## src/rtl/cg_mem_arbiter.sv

```systemverilog
// cg_mem_arbiter: merges NUM_CH requesters onto one memory port.
// Ports: s_* per-channel AR/R/W, m_* downstream AR/R/W, rd_outstanding, err_unexp_r.
module cg_mem_arbiter #(
  parameter int NUM_CH          = 4,
  parameter int DATA_WIDTH      = 32,
  parameter int ADDR_WIDTH      = 32,
  parameter int MAX_OUTSTANDING = 4,
  parameter int STRB_WIDTH      = DATA_WIDTH / 8
) (
  input  logic                               clk,
  input  logic                               rst,
  input  logic [NUM_CH-1:0]                  s_arvalid,
  output logic [NUM_CH-1:0]                  s_arready,
  input  logic [NUM_CH*ADDR_WIDTH-1:0]       s_araddr,
  output logic [NUM_CH-1:0]                  s_rvalid,
  input  logic [NUM_CH-1:0]                  s_rready,
  output logic [NUM_CH*DATA_WIDTH-1:0]       s_rdata,
  input  logic [NUM_CH-1:0]                  s_wvalid,
  output logic [NUM_CH-1:0]                  s_wready,
  input  logic [NUM_CH*ADDR_WIDTH-1:0]       s_waddr,
  input  logic [NUM_CH*DATA_WIDTH-1:0]       s_wdata,
  input  logic [NUM_CH*STRB_WIDTH-1:0]       s_wstrb,
  output logic                               m_arvalid,
  input  logic                               m_arready,
  output logic [ADDR_WIDTH-1:0]              m_araddr,
  input  logic                               m_rvalid,
  output logic                               m_rready,
  input  logic [DATA_WIDTH-1:0]              m_rdata,
  output logic                               m_wvalid,
  input  logic                               m_wready,
  output logic [ADDR_WIDTH-1:0]              m_waddr,
  output logic [DATA_WIDTH-1:0]              m_wdata,
  output logic [STRB_WIDTH-1:0]              m_wstrb,
  output logic [$clog2(MAX_OUTSTANDING):0]   rd_outstanding,
  output logic                               err_unexp_r
);

  localparam int CW = $clog2(NUM_CH);
  localparam int PW = $clog2(MAX_OUTSTANDING);
  localparam int OW = PW + 1;
  localparam logic [NUM_CH-1:0] ONE = {{(NUM_CH-1){1'b0}}, 1'b1};

  // first requester at or after ptr, wrapping
  function automatic logic [CW-1:0] rr_pick(
    input logic [NUM_CH-1:0] req,
    input logic [CW-1:0]     ptr
  );
    logic [CW-1:0] pick;
    logic          hit;
    int            j;
    pick = ptr;
    hit  = 1'b0;
    for (int k = 0; k < NUM_CH; k++) begin
      j = int'(ptr) + k;
      if (j >= NUM_CH) j = j - NUM_CH;
      if (!hit && req[j]) begin
        hit  = 1'b1;
        pick = CW'(j);
      end
    end
    return pick;
  endfunction

  function automatic logic [CW-1:0] rr_next(input logic [CW-1:0] idx);
    return (idx == CW'(NUM_CH - 1)) ? '0 : idx + 1'b1;
  endfunction

  // ---------------- read-ID FIFO ----------------
  logic [CW-1:0] r_fifo [MAX_OUTSTANDING];
  logic [PW-1:0] r_wp, r_rp;
  logic [OW-1:0] r_cnt;
  logic          w_empty, w_full, w_pop;
  logic [CW-1:0] w_head;

  assign w_empty = (r_cnt == '0);
  assign w_full  = (r_cnt == OW'(MAX_OUTSTANDING));
  assign w_head  = r_fifo[r_rp];
  assign w_pop   = m_rvalid && m_rready;

  // ---------------- AR stage ----------------
  logic [CW-1:0]         r_ar_ptr, w_ar_win;
  logic                  r_arvalid, w_ar_acc;
  logic [ADDR_WIDTH-1:0] r_araddr;

  assign w_ar_win = rr_pick(s_arvalid, r_ar_ptr);
  // full blocks acceptance even when a pop lands this cycle
  assign w_ar_acc = !rst && (!r_arvalid || m_arready)
                    && !w_full && (|s_arvalid);
  assign s_arready = w_ar_acc ? (ONE << w_ar_win) : '0;
  assign m_arvalid = r_arvalid;
  assign m_araddr  = r_araddr;

  always_ff @(posedge clk) begin
    if (rst) begin
      r_arvalid <= 1'b0;
      r_araddr  <= '0;
      r_ar_ptr  <= '0;
    end else if (w_ar_acc) begin
      r_arvalid <= 1'b1;
      r_araddr  <= s_araddr[w_ar_win*ADDR_WIDTH +: ADDR_WIDTH];
      r_ar_ptr  <= rr_next(w_ar_win);
    end else if (m_arready) begin
      r_arvalid <= 1'b0;
    end
  end

  always_ff @(posedge clk) begin
    if (w_ar_acc) r_fifo[r_wp] <= w_ar_win;
  end

  always_ff @(posedge clk) begin
    if (rst) begin
      r_wp  <= '0;
      r_rp  <= '0;
      r_cnt <= '0;
    end else begin
      if (w_ar_acc) r_wp <= r_wp + 1'b1;
      if (w_pop)    r_rp <= r_rp + 1'b1;
      if (w_ar_acc && !w_pop)      r_cnt <= r_cnt + 1'b1;
      else if (!w_ar_acc && w_pop) r_cnt <= r_cnt - 1'b1;
    end
  end

  assign rd_outstanding = r_cnt;

  // ---------------- R routing ----------------
  assign m_rready = !rst && !w_empty && s_rready[w_head];
  assign s_rvalid = (!rst && !w_empty && m_rvalid) ? (ONE << w_head) : '0;
  assign s_rdata  = {NUM_CH{m_rdata}};

  always_ff @(posedge clk) begin
    if (rst)                      err_unexp_r <= 1'b0;
    else if (m_rvalid && w_empty) err_unexp_r <= 1'b1;
  end

  // ---------------- W stage ----------------
  logic [CW-1:0]         r_w_ptr, w_w_win;
  logic                  r_wvalid, w_w_acc;
  logic [ADDR_WIDTH-1:0] r_waddr;
  logic [DATA_WIDTH-1:0] r_wdata;
  logic [STRB_WIDTH-1:0] r_wstrb;

  assign w_w_win  = rr_pick(s_wvalid, r_w_ptr);
  assign w_w_acc  = !rst && (!r_wvalid || m_wready) && (|s_wvalid);
  assign s_wready = w_w_acc ? (ONE << w_w_win) : '0;
  assign m_wvalid = r_wvalid;
  assign m_waddr  = r_waddr;
  assign m_wdata  = r_wdata;
  assign m_wstrb  = r_wstrb;

  always_ff @(posedge clk) begin
    if (rst) begin
      r_wvalid <= 1'b0;
      r_waddr  <= '0;
      r_wdata  <= '0;
      r_wstrb  <= '0;
      r_w_ptr  <= '0;
    end else if (w_w_acc) begin
      r_wvalid <= 1'b1;
      r_waddr  <= s_waddr[w_w_win*ADDR_WIDTH +: ADDR_WIDTH];
      r_wdata  <= s_wdata[w_w_win*DATA_WIDTH +: DATA_WIDTH];
      r_wstrb  <= s_wstrb[w_w_win*STRB_WIDTH +: STRB_WIDTH];
      r_w_ptr  <= rr_next(w_w_win);
    end else if (m_wready) begin
      r_wvalid <= 1'b0;
    end
  end

endmodule

```

## config.mk

```make
export PLATFORM = sky130hd
export DESIGN_NAME = cg_mem_arbiter
export DESIGN_NICKNAME = d
export VERILOG_FILES = /design/src/rtl/cg_mem_arbiter.sv
export SDC_FILE = /design/constraint.sdc
export NUM_CORES = 1
export LEC_CHECK = 0
export CAP_MARGIN = 20
export CORE_AREA = 3 3 273 275
export DETAILED_ROUTE_END_ITERATION = 16
export DIE_AREA = 0 0 276 278
export PLACE_DENSITY = 0.45
export SLEW_MARGIN = 10
export SYNTH_ARGS = -nofsm -noshare
export SYNTH_HDL_FRONTEND = slang
export SYNTH_SLANG_ARGS = --single-unit
```

## constraint.sdc

```tcl
create_clock -name clk -period 3.2 [get_ports clk]
set_input_delay 0.64 -clock clk [delete_from_list [all_inputs] [get_ports clk]]
set_output_delay 0.64 -clock clk [all_outputs]
set_load 0.02 [all_outputs]
```

# Yosys cells after proc, flatten, opt, wreduce, memory -nomap -nowiden
# Memory sizes are Yosys's and may differ from the RTL's. A register that Yosys moved wholly into a read port is not among the register bits.
# Cells that the tools add are included.
word_totals:
  out_inout_bits: 247
  mem_bits_rw: 8
  input_bits: 449
  memories: 1
  wordCells: 162
  register_bits: 114
classes:
  add_sub_neg: 20
  magnitude_cmp: 17
  muxes: 63
  shift: 7
  n_eq_ne: 3
  reduce_logical: 39
memory_table:
  columns: ["name", "depth", "width", "read_ports", "rd_ports_with_merged_regs", "wr", "line_no", "source"]
  rows:
  - ["r_fifo", 4, 2, 1, 1, 1, "69", "logic [CW-1:0] r_fifo [MAX_OUTSTANDING];"]
op_table:
  columns: ["cell", "n"]
  rows:
  - ["128-bit by 8-bit indexed part select with 32-bit output", 3]
  - ["32-bit by 4-bit less-than comparator with 1-bit output, second input constant", 8]
  - ["32-bit two-way mux", 8]
  - ["1-bit two-way mux", 29]
  - ["2-bit two-way mux", 12]
  - ["3-bit by 3-bit subtractor with 4-bit output, second input constant", 6]
  - ["1-bit binary-select mux with 2-bit select", 9]
  - ["3-bit >= comparator, second input constant", 6]
  - ["1-bit logical AND", 18]
  - ["16-bit by 5-bit indexed part select with 4-bit output", 1]
  - ["1-bit zero test", 13]
  - ["2-bit by 2-bit adder with 3-bit output, second input constant", 4]
  - ["4-bit two-way mux", 3]
  - ["1-bit by 2-bit << shifter with 4-bit output, first input constant", 3]
  - ["2-bit by 1-bit adder with 2-bit output, second input constant", 4]
  - ["4-bit OR reduction", 2]
  - ["2-bit by 3-bit subtractor with 4-bit output, second input constant", 2]
  - ["2-bit by 1-bit adder with 3-bit output, second input constant", 2]
  - ["2-bit by 3-bit >= comparator with 1-bit output, second input constant", 2]
  - ["3-bit two-way mux", 2]
  - ["2-bit nonzero test", 3]
  - ["2-bit equality test, second input constant", 2]
  - ["3-bit by 1-bit adder with 3-bit output, second input constant", 1]
  - ["3-bit equality test, second input constant", 1]
  - ["other kinds (4)", 5]

# Longest topological paths before layout
# Gate-level depths: netlist (run 1).
logic_depth:
  ltp_word: 17
  mapped_depth: 10
  ltp_nobuf: 10

# Worst setup path before layout (run 1)
# Ideal clock, no wire load.
synth_path:
  path_kind: "in2out"
  start: "in s_arvalid[2]"
  end: "out s_arready[1]"
  slack_ps: 501
  path_buffers: 2
  arrival_time_ps: 2059
  required_ps: 2560
  path_stages: 8
  cell_sequence: "nor2b_1 > a2111o_1 > and2_1 > buf_2 > buf_2 > inv_2 > ha_1 > and3_1"
synth_between:
  elab_chain_len: 15
  elab_cells_between_ends: 29
  cone_classes: "shift: 1; mux: 20; reduce/logical: 8"
synth_lines:
  columns: ["element", "line_no", "source"]
  rows:
  - ["from (decl)", "12", "input logic [NUM_CH-1:0] s_arvalid,"]
  - ["1-bit binary-select mux with 2-bit select", "56", "if (!hit && req[j]) begin"]
  - ["1-bit two-way mux (not written as such) (2 in series)", "56", null]
  - ["1-bit two-way mux", "56", null]
  - ["1-bit zero test", "56", null]
  - ["1-bit logical AND", "56", null]
  - ["1-bit two-way mux", "56", null]
  - ["1-bit zero test", "56", null]
  - ["1-bit logical AND", "56", null]
  - ["1-bit two-way mux", "56", null]
  - ["1-bit zero test", "56", null]
  - ["1-bit logical AND", "56", null]
  - ["2-bit two-way mux (*)", "56", null]
  - ["net w_ar_win[1]", "81", "logic [CW-1:0] r_ar_ptr, w_ar_win;"]
  - ["1-bit by 2-bit << shifter with 4-bit output (*)", "89", "assign s_arready = w_ar_acc ? (ONE << w_ar_win) : '0;"]
  - ["4-bit two-way mux (*)", "89", null]
  - ["to (decl)", "13", "output logic [NUM_CH-1:0] s_arready,"]
# The timed path passes the listed nets; every way through them passes the cells marked *. The select of a mux whose other input is x is not followed.

# Worst setup path after layout (run 1)
layout_path:
  start: "in s_arvalid[2]"
  end: "out s_arready[2]"
layout_between:
  elab_chain_len: 15
  elab_cells_between_ends: 29
  cone_classes: "shift: 1; mux: 20; reduce/logical: 8"
layout_lines:
  columns: ["element", "line_no"]
  rows:
  - ["1-bit binary-select mux with 2-bit select", "56"]
  - ["1-bit two-way mux (not written as such) (2 in series)", "56"]
  - ["1-bit two-way mux", "56"]
  - ["1-bit zero test", "56"]
  - ["1-bit logical AND", "56"]
  - ["1-bit two-way mux", "56"]
  - ["1-bit zero test", "56"]
  - ["1-bit logical AND", "56"]
  - ["1-bit two-way mux", "56"]
  - ["1-bit zero test", "56"]
  - ["1-bit logical AND", "56"]
  - ["2-bit two-way mux", "56"]
  - ["1-bit by 2-bit << shifter with 4-bit output", "89"]
  - ["4-bit two-way mux (*)", "89"]
# Every way passes the cells marked *; elsewhere a longest branch is shown, timed or not. The select of a mux whose other input is x is not followed.

==> results.txt, run 1 <==
Mapped Cells = 909
Max Clk Rate = 319 MHz
minimum setup slack among reg-to-reg paths = 0.32 ns
Final Max Slew Viols = 0
Die X = 276 um
Worst-path clk slew = 0.06 ns
Synth Cell Area = 8210 um^2
initial antenna violation count = 4
Final setup viols = 0
Reg-to-Reg End = rd_outstanding[2]
Syn Area/Cell = 9.03 um^2
remaining global-route overflow = 0
Worst path slowest cell = clkdlybuf4s50_1
H-tree depth = 4
PnR worst setup slack = 0.0639 ns
ranking of synthesized cells by area = dfxtp_1 (28%), mux2i_1 (21%), buf_4 (12%), o221ai_1 (7.3%), nand2_1 (4.8%)
Slew @ Worst Pin = 0.970 ns
post-synthesis register bit count = 124
crit path kind = in -> out
pre-CTS setup slack = -0.318 ns
Post-synth EDFFs = 8
CP peak stage delay = 0.47 ns
Comb pwr share = 48.7%
CTS tree = yes
switching pwr = 0.00337 W
Pint = 0.00529 W
full die area = 76700 um^2
First-pass DRT Iterations = 4
average wire per standard cell = 18.2 um
worst hold path endpoint = m_waddr[5]
Req. time, crit path = 2.56 ns
Final Hold Fails = 0
Chip Height = 278 um
sequential share of power = 26.3%
most common cell after layout, fill and taps aside = clkdlybuf4s50_1
Total GRT Usage = 10.7%
CP startpoint kind = input pin
final wirelength = 41700 um
post-synth net total = 1372
synthesis-to-layout area growth = 78.5%
Root Buffer = clkbuf_16
outcome = finished, final reports clean
relative slew slack = 35.1%
Clock Latency Late Sink = 0.47 ns
CP Capture Type = output port
Layout Nets = 1774
main flop type after synthesis = dfxtp_1
row count = 99
design area = 14700 um^2
first-pass GRT wire length = 60900 um
crit path cell chain = clkdlybuf4s50_1 > nor2b_2 > a2111o_1 > and2_2 > ha_1 > and3_1 > clkdlybuf4s15_2
layout cells sized above 1 = 8.53%
Routed Antenna Nets = 0
Hold/Removal Path Class = reg -> reg
placed cell area = 14000 um^2
LEAKAGE = 5.48 nW
Pwr per Cell Area = 591 nW/um^2
Final min period = 3.14 ns
worst reg2reg path depth = 10
multi-input combinational cell area = 4450 um^2
post-DP HPWL = 33800 um
Longest Clk Path Bufs = 2
Period Utilization, post-route = 98.0%
register area share after synthesis = 31.2%
Core Region = 72600 um^2
FF/Latch Area = 2560 um^2
min-delay src = m_waddr[5]
clock skew = 0.0167 ns
CTS Buf Count = 17
maximum vdd drop = 493 uV
crit path DAT = 2.50 ns
hold buffer count at cts = 0
Initial Utilization = 11.3%
share of the synthesized area in the top cell type = 28.3%
DRC viols = 0
CP Buf/Inv Count = 2
CTS Sinks = 124
RePlAce Congestion = 0.887
area leader, netlist = dfxtp_1
largest net degree at the start of global routing = 65
crit-path leading delay family = buffers and inverters
total of max-cap violations = 0
worst hold path depth = 2
commonest non-fill, non-tap cells in the layout = clkdlybuf4s50_1 (520), mux2i_1 (174), dfxtp_1 (116)
final-layout fill cell count = 7963
port buffer count = 535
yosys warns = 0
Ports = 696
vias per cell = 3.65
count of cell types in the netlist = 48
Async S/R FF share, synth = 0%
vias = 8330
crit-path max FO = 5
switch share = 38.9%
DR iter-0 viols = 181
vias in the first global route = 9028
Clock power frac = 25.0%
==> sequential cells by signal, indices dropped and copies added, names as in the netlist, named ones only <==
name / count
r_fifo: 8
rd_outstanding: 3
m_araddr: 32
err_unexp_r: 1
r_ar_ptr: 2
m_waddr: 32
m_arvalid: 1
r_wp: 2
m_wvalid: 1
r_w_ptr: 2
m_wdata: 32
r_rp: 2
m_wstrb: 4
==> Yosys cell counts (all sizes together) (2+ instances only) <==
master / number
and3: 46
dfxtp: 116
a21oi: 4
o221ai: 68
nor2: 20
edfxtp: 8
buf: 157
nor3b: 4
and2: 2
ha: 13
nand2: 105
o21bai: 2
nand2b: 3
o31ai: 2
clkbuf: 40
nor2b: 7
xor2: 2
a211oi: 2
o21ai: 36
inv: 12
a31oi: 2
mux2i: 176
a21boi: 33
mux4: 2
o211ai: 32
==> power groups by stage <==
stage	logic [W]	clock network (W)	registers (W)
after floorplan	0.00193	0	0.00270
after global placement	0.00425	0	0.00229
after detailed placement	0.00426	0	0.00231
after CTS	0.00428	0.00231	0.00228
after global routing	0.00454	0.00236	0.00234
final	0.00422	0.00216	0.00228
==> cell type report <==
type                       count  share of cell area, %
antenna                        2                 0.0341
timing repair buffer         580                   39.4
sequential                   124                   17.5
clock buffer                  18                   3.07
tap                          959                   8.19
inverter                      12                  0.307
clock inverter                14                   1.18
multi-input combinational    576                   30.3
==> how the worst max path moves through the flow <==
stage / to / cells after the start / startpoint
6_report: s_arready[2] / 7 / s_arvalid[2]
5_1_grt: s_arready[2] / 7 / s_arvalid[2]
4_1_cts: m_rready / 5 / register
3_5_place_dp: s_arready[1] / 8 / s_arvalid[0]
3_3_place_gp: s_arready[1] / 8 / s_arvalid[0]
2_1_floorplan: s_arready[1] / 8 / s_arvalid[2]
==> worst register-to-register path: stages (launching register included) <==
cell and delay [ns]:
dfxtp_1 0.38, mux4_2 0.63, mux2i_2 0.35, o22ai_2 0.15, inv_1 0.10, ha_1 0.17
inv_1 0.06, fa_1 0.38, xor2_1 0.16, or3_1 0.30, a21oi_1 0.13
==> kinds of logic (layout without fill, tap and decap cells) <==
kind of cell / Yosys count / in the layout / share of synthesized area [%]
AO/OA/AOI/OAI: 186 / 186 / 17.0
AND/OR/NAND/NOR: 195 / 195 / 11.4
flip-flops: 124 / 124 / 31.2
multiplexers: 178 / 178 / 22.0
adder cells (fa/ha/maj): 14 / 14 / 2.22
other: 0 / 2 / 0
XOR/XNOR: 3 / 3 / 0.320
buffers and inverters: 209 / 624 / 15.9
==> per-layer routing <==
layer  vias to the layer above  track usage [%]  wire [um]
met3                        58             4.70       3840
met1                      3811             11.4      16100
met2                       473             18.4      20400
met5                         -                0         34
met4                         4             4.48       1330
li1                       3984                -          -
==> per-stage QoR <==
step                 TNS [ns]  total power, W  hold slack, ns  utilization (%)  cells
finish                      0         0.00867           0.464             20.2   2285
global route        -0.000900         0.00924           0.481             20.2   2284
CTS                         0         0.00888           0.469             20.2   2282
detailed placement      -2.36         0.00657           0.448             19.3   2249
global placement        -1.23         0.00654           0.441             19.3   2249
floorplan                   0         0.00463           0.427                -    909
==> timing repair <==
action,CTS,global route
endpoints found under the setup margin,13,10
pin swaps,0,2
cloned,0,0
resized for setup,23,18
buffers inserted,1,1
Note: power is estimated with default switching activity, not from simulation.
==> run 2: changes to the inputs <==
CTS_CLUSTER_SIZE = 8   (was unset)
==> results of run 2 <==
Final layout, timing and power as in run 1 (identical DEF).
==> run 3: changes to the inputs <==
CELL_PAD_IN_SITES_DETAIL_PLACEMENT = 1   (was unset)
CELL_PAD_IN_SITES_GLOBAL_PLACEMENT = 1   (was unset)
CORE_AREA = 3 3 272 274   (was 3 3 273 275)
DIE_AREA = 0 0 275 277   (was 0 0 276 278)
PLACE_DENSITY = 0.57   (was 0.45)
==> results.txt, run 3 (synthesis results as in run 1) <==
remaining global-route overflow = 0
metal3 WL = 4590 um
relative slew slack = 28.3%
commonest non-fill, non-tap cells in the layout = clkdlybuf4s50_1 (517), mux2i_1 (176), dfxtp_1 (116)
Period Utilization, post-route = 97.3%
Root Buffer = clkbuf_16
post-DP HPWL = 35600 um
average wire per standard cell = 19.1 um
Slew @ Worst Pin = 1.07 ns
full die area = 76200 um^2
total of max-cap violations = 0
maximum vdd drop = 414 uV
first-pass GRT wire length = 62200 um
Final Hold Fails = 0
outcome = finished, final reports clean
Layout Nets = 1788
RePlAce Congestion = 0.834
Final Max Slew Viols = 0
Initial Utilization = 11.5%
port buffer count = 535
crit path DAT = 2.47 ns
RSZ-0062 raised after global routing = false
most common cell after layout, fill and taps aside = clkdlybuf4s50_1
clock skew = 0.0154 ns
DR WL met2 = 21900 um
First-pass DRT Iterations = 4
Longest Clk Path Bufs = 2
initial antenna violation count = 4
crit-path max FO = 4
Hold/Removal Path Class = reg -> reg
Req. time, crit path = 2.56 ns
Ports = 696
row count = 98
DRC viols = 0
H-tree depth = 4
CP Capture Type = output port
Max Clk Rate = 321 MHz
largest net degree at the start of global routing = 99
placed cell area = 14100 um^2
non-filler instance count after layout = 2289
Routed Antenna Nets = 0
CTS Buf Count = 17
Total GRT Usage = 11.1%
CTS tree = yes
DRT met1 WL = 15600 um
hold buffer count at cts = 0
CTS Sinks = 124
Worst-path clk slew = 0.06 ns
synthesis-to-layout area growth = 78.4%
Final setup viols = 0
CP startpoint kind = input pin
Die X = 275 um
DR iter-0 viols = 217
Clock Latency Late Sink = 0.46 ns
LEAKAGE = 5.51 nW
Core Region = 71600 um^2
max layer used = met5
Final min period = 3.11 ns
Pwr per Cell Area = 578 nW/um^2
final wirelength = 43600 um
design area = 14700 um^2
vias = 8561
vias per cell = 3.74
Chip Height = 277 um
final-layout fill cell count = 8297
placed cells = 2254
crit path kind = in -> out
vias in the first global route = 9636
layout cells sized above 1 = 9.12%
-- run 3: cell types whose count changed in the layout (fill, tap and decap cells not counted), moves of 3 or more --
| cell | previous run | this run |
|---|---|---|
| clkinvlp_4 | 2 | 5 |
| inv_6 | 3 | 7 |
| inv_8 | 4 | 1 |
| dlygate4sd2_1 | 4 | 9 |
| clkdlybuf4s50_1 | 520 | 517 |
| buf_4 | 38 | 52 |
| clkdlybuf4s15_2 | 1 | 4 |
-- run 3: power breakdown --
part | total (W) | internal [W] | switching, W | leakage [nW]
combinational | 0.00426 | 0.00209 | 0.00217 | 4.22
clock | 0.00192 | 0.00101 | 0.000907 | 0.256
sequential | 0.00229 | 0.00200 | 0.000286 | 1.03
total | 0.00846 | 0.00510 | 0.00336 | 5.51
-- run 3: critical path, cell delays in order --
cell             delay, ns
clkdlybuf4s50_1       0.45
buf_4                 0.16
nor2b_1               0.12
o21bai_1              0.16
and3_2                0.26
inv_1                 0.07
ha_1                  0.19
and3_1                0.16
clkdlybuf4s15_2       0.25
-- run 3: area by class of cell --
cell class              instances  area [um^2]  area share (%)
repair buffers                594         5880            40.2
multi-input cells             576         4420            30.1
flip-flops and latches        124         2560            17.5
well taps                     950         1190            8.11
clock buffers                  17          425            2.90
clock inverters                15          128           0.871
inverters                      12         45.0           0.307
diodes                          1         2.50          0.0171
-- run 3: stage by stage --
| step | setup WS, ns | hold WS [ns] | utilization [%] | power, W | setup TNS, ns |
|---|---|---|---|---|---|
| floorplan | 0.501 | 0.427 | - | 0.00463 | 0 |
| CTS | 0.0183 | 0.465 | 20.5 | 0.00868 | 0 |
| finish | 0.0854 | 0.460 | 20.5 | 0.00846 | 0 |
| detailed placement | -0.356 | 0.445 | 19.7 | 0.00666 | -7.31 |
| global route | 0.00477 | 0.489 | 20.5 | 0.00902 | 0 |
| global placement | -0.328 | 0.444 | 19.7 | 0.00658 | -3.12 |
-- run 3: per-layer routing --
metal / global-route usage (%) / up-vias
li1: - / 4006
met1: 10.9 / 4048
met2: 20.0 / 444
met3: 4.75 / 61
met4: 5.25 / 2
met5: 0 / -
-- run 3: what timing repair did --
| item | 4_1_cts | 5_1_grt |
|---|---|---|
| setup endpoints to repair | 13 | 6 |
| pin swaps | 1 | 2 |
| endpoints found under the hold margin | 0 | 0 |
| setup buffers | 1 | 1 |
| resized for setup | 31 | 7 |
-- run 3: path summary, 6_finish.rpt --
| path | startpoint | end | slack, ns | cells past startpoint |
|---|---|---|---|---|
| worst max-delay path | s_arvalid[2] | s_arready[0] | 0.09 | 9 |
| worst min register to register | m_waddr[31] | m_waddr[31] | 0.46 | 2 |
| worst min-delay path | m_waddr[31] | m_waddr[31] | 0.46 | 2 |
| worst max register to register | register | rd_outstanding[2] | 0.34 | 10 |
==> RTL change (config.mk and constraints of run 3) <==
`DATA_WIDTH`: 32 -> 16.
--- a/src/rtl/cg_mem_arbiter.sv
+++ b/src/rtl/cg_mem_arbiter.sv
@@ -2,7 +2,7 @@
 // Ports: s_* per-channel AR/R/W, m_* downstream AR/R/W, rd_outstanding, err_unexp_r.
 module cg_mem_arbiter #(
   parameter int NUM_CH          = 4,
-  parameter int DATA_WIDTH      = 32,
+  parameter int DATA_WIDTH      = 16,
   parameter int ADDR_WIDTH      = 32,
   parameter int MAX_OUTSTANDING = 4,
   parameter int STRB_WIDTH      = DATA_WIDTH / 8
Interface: changed (6 resized); port bits go from 696 to 526. The function was not compared with the original's and may differ.
==> RTL change against run 3 <==
- design area shrank 17%
- largest power group unchanged
- synthesized area shrank 21%
- count of clock-buffer cells in the layout fell by 8
- clock skew decreased by 0.0011 ns
- total power down 18%
- wire length decreased by 23%
- die area did not move
- setup slack got worse by 0.034 ns
- sequential cell count fell by 18
- critical endpoint is now s_arready[1]
- sequential share of layout area grew 0.58 points
==> RTL change: results <==
{
  "status": "finished, final reports clean",
  "met3_usage": 0.0193,
  "hold_buffers": 0,
  "port_buffers": 445,
  "hold_violations": 0,
  "relSlewSlack": 0.398,
  "cts.clk_slew.worst_paths_ns": 0.09,
  "path_max_fanout": 4,
  "clockBufferDepth": 2,
  "layout-drive-gt1-share": 0.0767,
  "antenna_found_initial": 0,
  "ys.flop_type": "dfxtp_1",
  "hp-start": "m_araddr[19]$_SDFFE_PP0P_",
  "htreeDepth": 3,
  "min_path_type": "flop to flop",
  "rrSetupSlack_ns": 0.22,
  "clkLatencyLatePin_ns": 0.39,
  "track_usage": 0.0862,
  "synth_warnings": 0,
  "syn_nets": 1063,
  "met1_usage": 0.0944,
  "drt_iter0_markers": 247,
  "yosysUniqueCellTypes": 47,
  "critPathLaunch": "s_arvalid[2]",
  "gp_congestion": 0.750,
  "cts_buffers": 9,
  "root_buffer": "clkbuf_16",
  "avgViaCountPerCell": 3.48,
  "async_flop_share": 0,
  "wire_per_inst_um": 16.7,
  "fin_skew_ns": 0.0143,
  "grt_pass1_wl_mm": 49.5,
  "diodes": 0,
  "synth-edff-count": 8,
  "grt_use_met2": 0.157,
  "synth_seq_area_share": 0.339,
  "grt_max_degree": 91,
  "place_hpwl_mm": 25.9,
  "drtPass1Iterations": 4,
  "final_nets": 1439,
  "crit_path_top_delay_cell": "clkdlybuf4s50_1",
  "fillers": 8349,
  "cp_data_arrival_time_ns": 2.51,
  "synth_common_cells": "mux2i_1 (119), dfxtp_1 (98), buf_4 (69)",
  "synthTopCellsByArea": "dfxtp_1 (30%), mux2i_1 (18%), buf_4 (8.0%)",
  "cpPeakStageDelay_ns": 0.54,
  "p_sw_w": 0.00275,
  "vdd_drop_max_v": 0.000277,
  "p_leak_nw": 4.29,
  "grt_pass1_vias": 7690
}
-- RTL change: changes by cell type in the layout (fill, tap and decap cells not counted), moves of 18 or more --
cell / run 3 / this run
o221ai_1: 68 / 32
dfxtp_1: 116 / 98
a21boi_0: 30 / 0
o211ai_1: 32 / 52
nand3_1: 0 / 50
and3_1: 44 / 4
o21ai_1: 34 / 2
mux2i_1: 176 / 119
clkdlybuf4s50_1: 517 / 429
a32oi_1: 0 / 50
nand2_1: 103 / 41
-- RTL change: cell type report --
| type | count | share of cell area |
|---|---|---|
| well taps | 950 | 0.0975 |
| clock buffers | 9 | 0.0185 |
| clock inverters | 7 | 0.00708 |
| multi-input cells | 447 | 0.294 |
| flip-flops and latches | 106 | 0.181 |
| repair buffers | 489 | 0.399 |
| inverters | 11 | 0.00339 |
-- RTL change: kinds of logic after synthesis --
group | after synthesis | share of synthesized area
multiplexers | 121 | 0.191
XOR/XNOR | 4 | 0.00539
adder cells (fa/ha/maj) | 14 | 0.0281
AO/OA/AOI/OAI | 159 | 0.198
buffers and inverters | 135 | 0.121
flip-flops | 106 | 0.339
AND/OR/NAND/NOR | 149 | 0.118
-- RTL change: through the flow --
stage                     setup WS, ns  TNS [ns]  hold WS [ns]  instance area (um2)  cells
after global routing           -0.0622   -0.0622         0.494                12200   2019
after CTS                       0.0183         0         0.475                12200   2019
after detailed placement        -0.428     -5.63         0.452                11900   2002
after global placement          -0.259     -2.76         0.441                11900   2002
after floorplan                 0.0780         0         0.427                 6500    688
final                           0.0510         0         0.470                12200   2019
-- RTL change: power by group through the flow --
stage               logic (W)  clock network, W  registers [W]
floorplan             0.00154                 0        0.00240
global placement      0.00362                 0        0.00202
detailed placement    0.00368                 0        0.00203
CTS                   0.00369           0.00138        0.00201
global route          0.00389           0.00143        0.00207
finish                0.00361           0.00129        0.00201
-- RTL change: path summary, 6_finish.rpt --
path,to,depth (start not counted)
min,m_araddr[19]$_SDFFE_PP0P_,2
min reg2reg,m_araddr[19]$_SDFFE_PP0P_,2
max reg2reg,rd_outstanding[2]$_SDFFE_PP0P_,11
max,s_arready[1],8
-- RTL change: layer usage --
metal,wire length (um),share of wire
met1,12800,0.38
met2,18000,0.53
met3,1820,0.054
met4,1040,0.031
met5,0,0
-- RTL change: worst max-delay path, delay by kind of cell --
kind | cells | cell delay (ns)
fa+ha+maj | 1 | 0.21
simple gates | 2 | 0.20
compound gates | 1 | 0.35
buf+inv | 4 | 1.11
-- RTL change: timing repair --
item                                    in CTS  in global routing
pin swaps                                    2                  1
resized for setup                           23                  9
buffers inserted                             1                  0
endpoints found under the hold margin        0                  0
endpoints found under the setup margin      11                  7
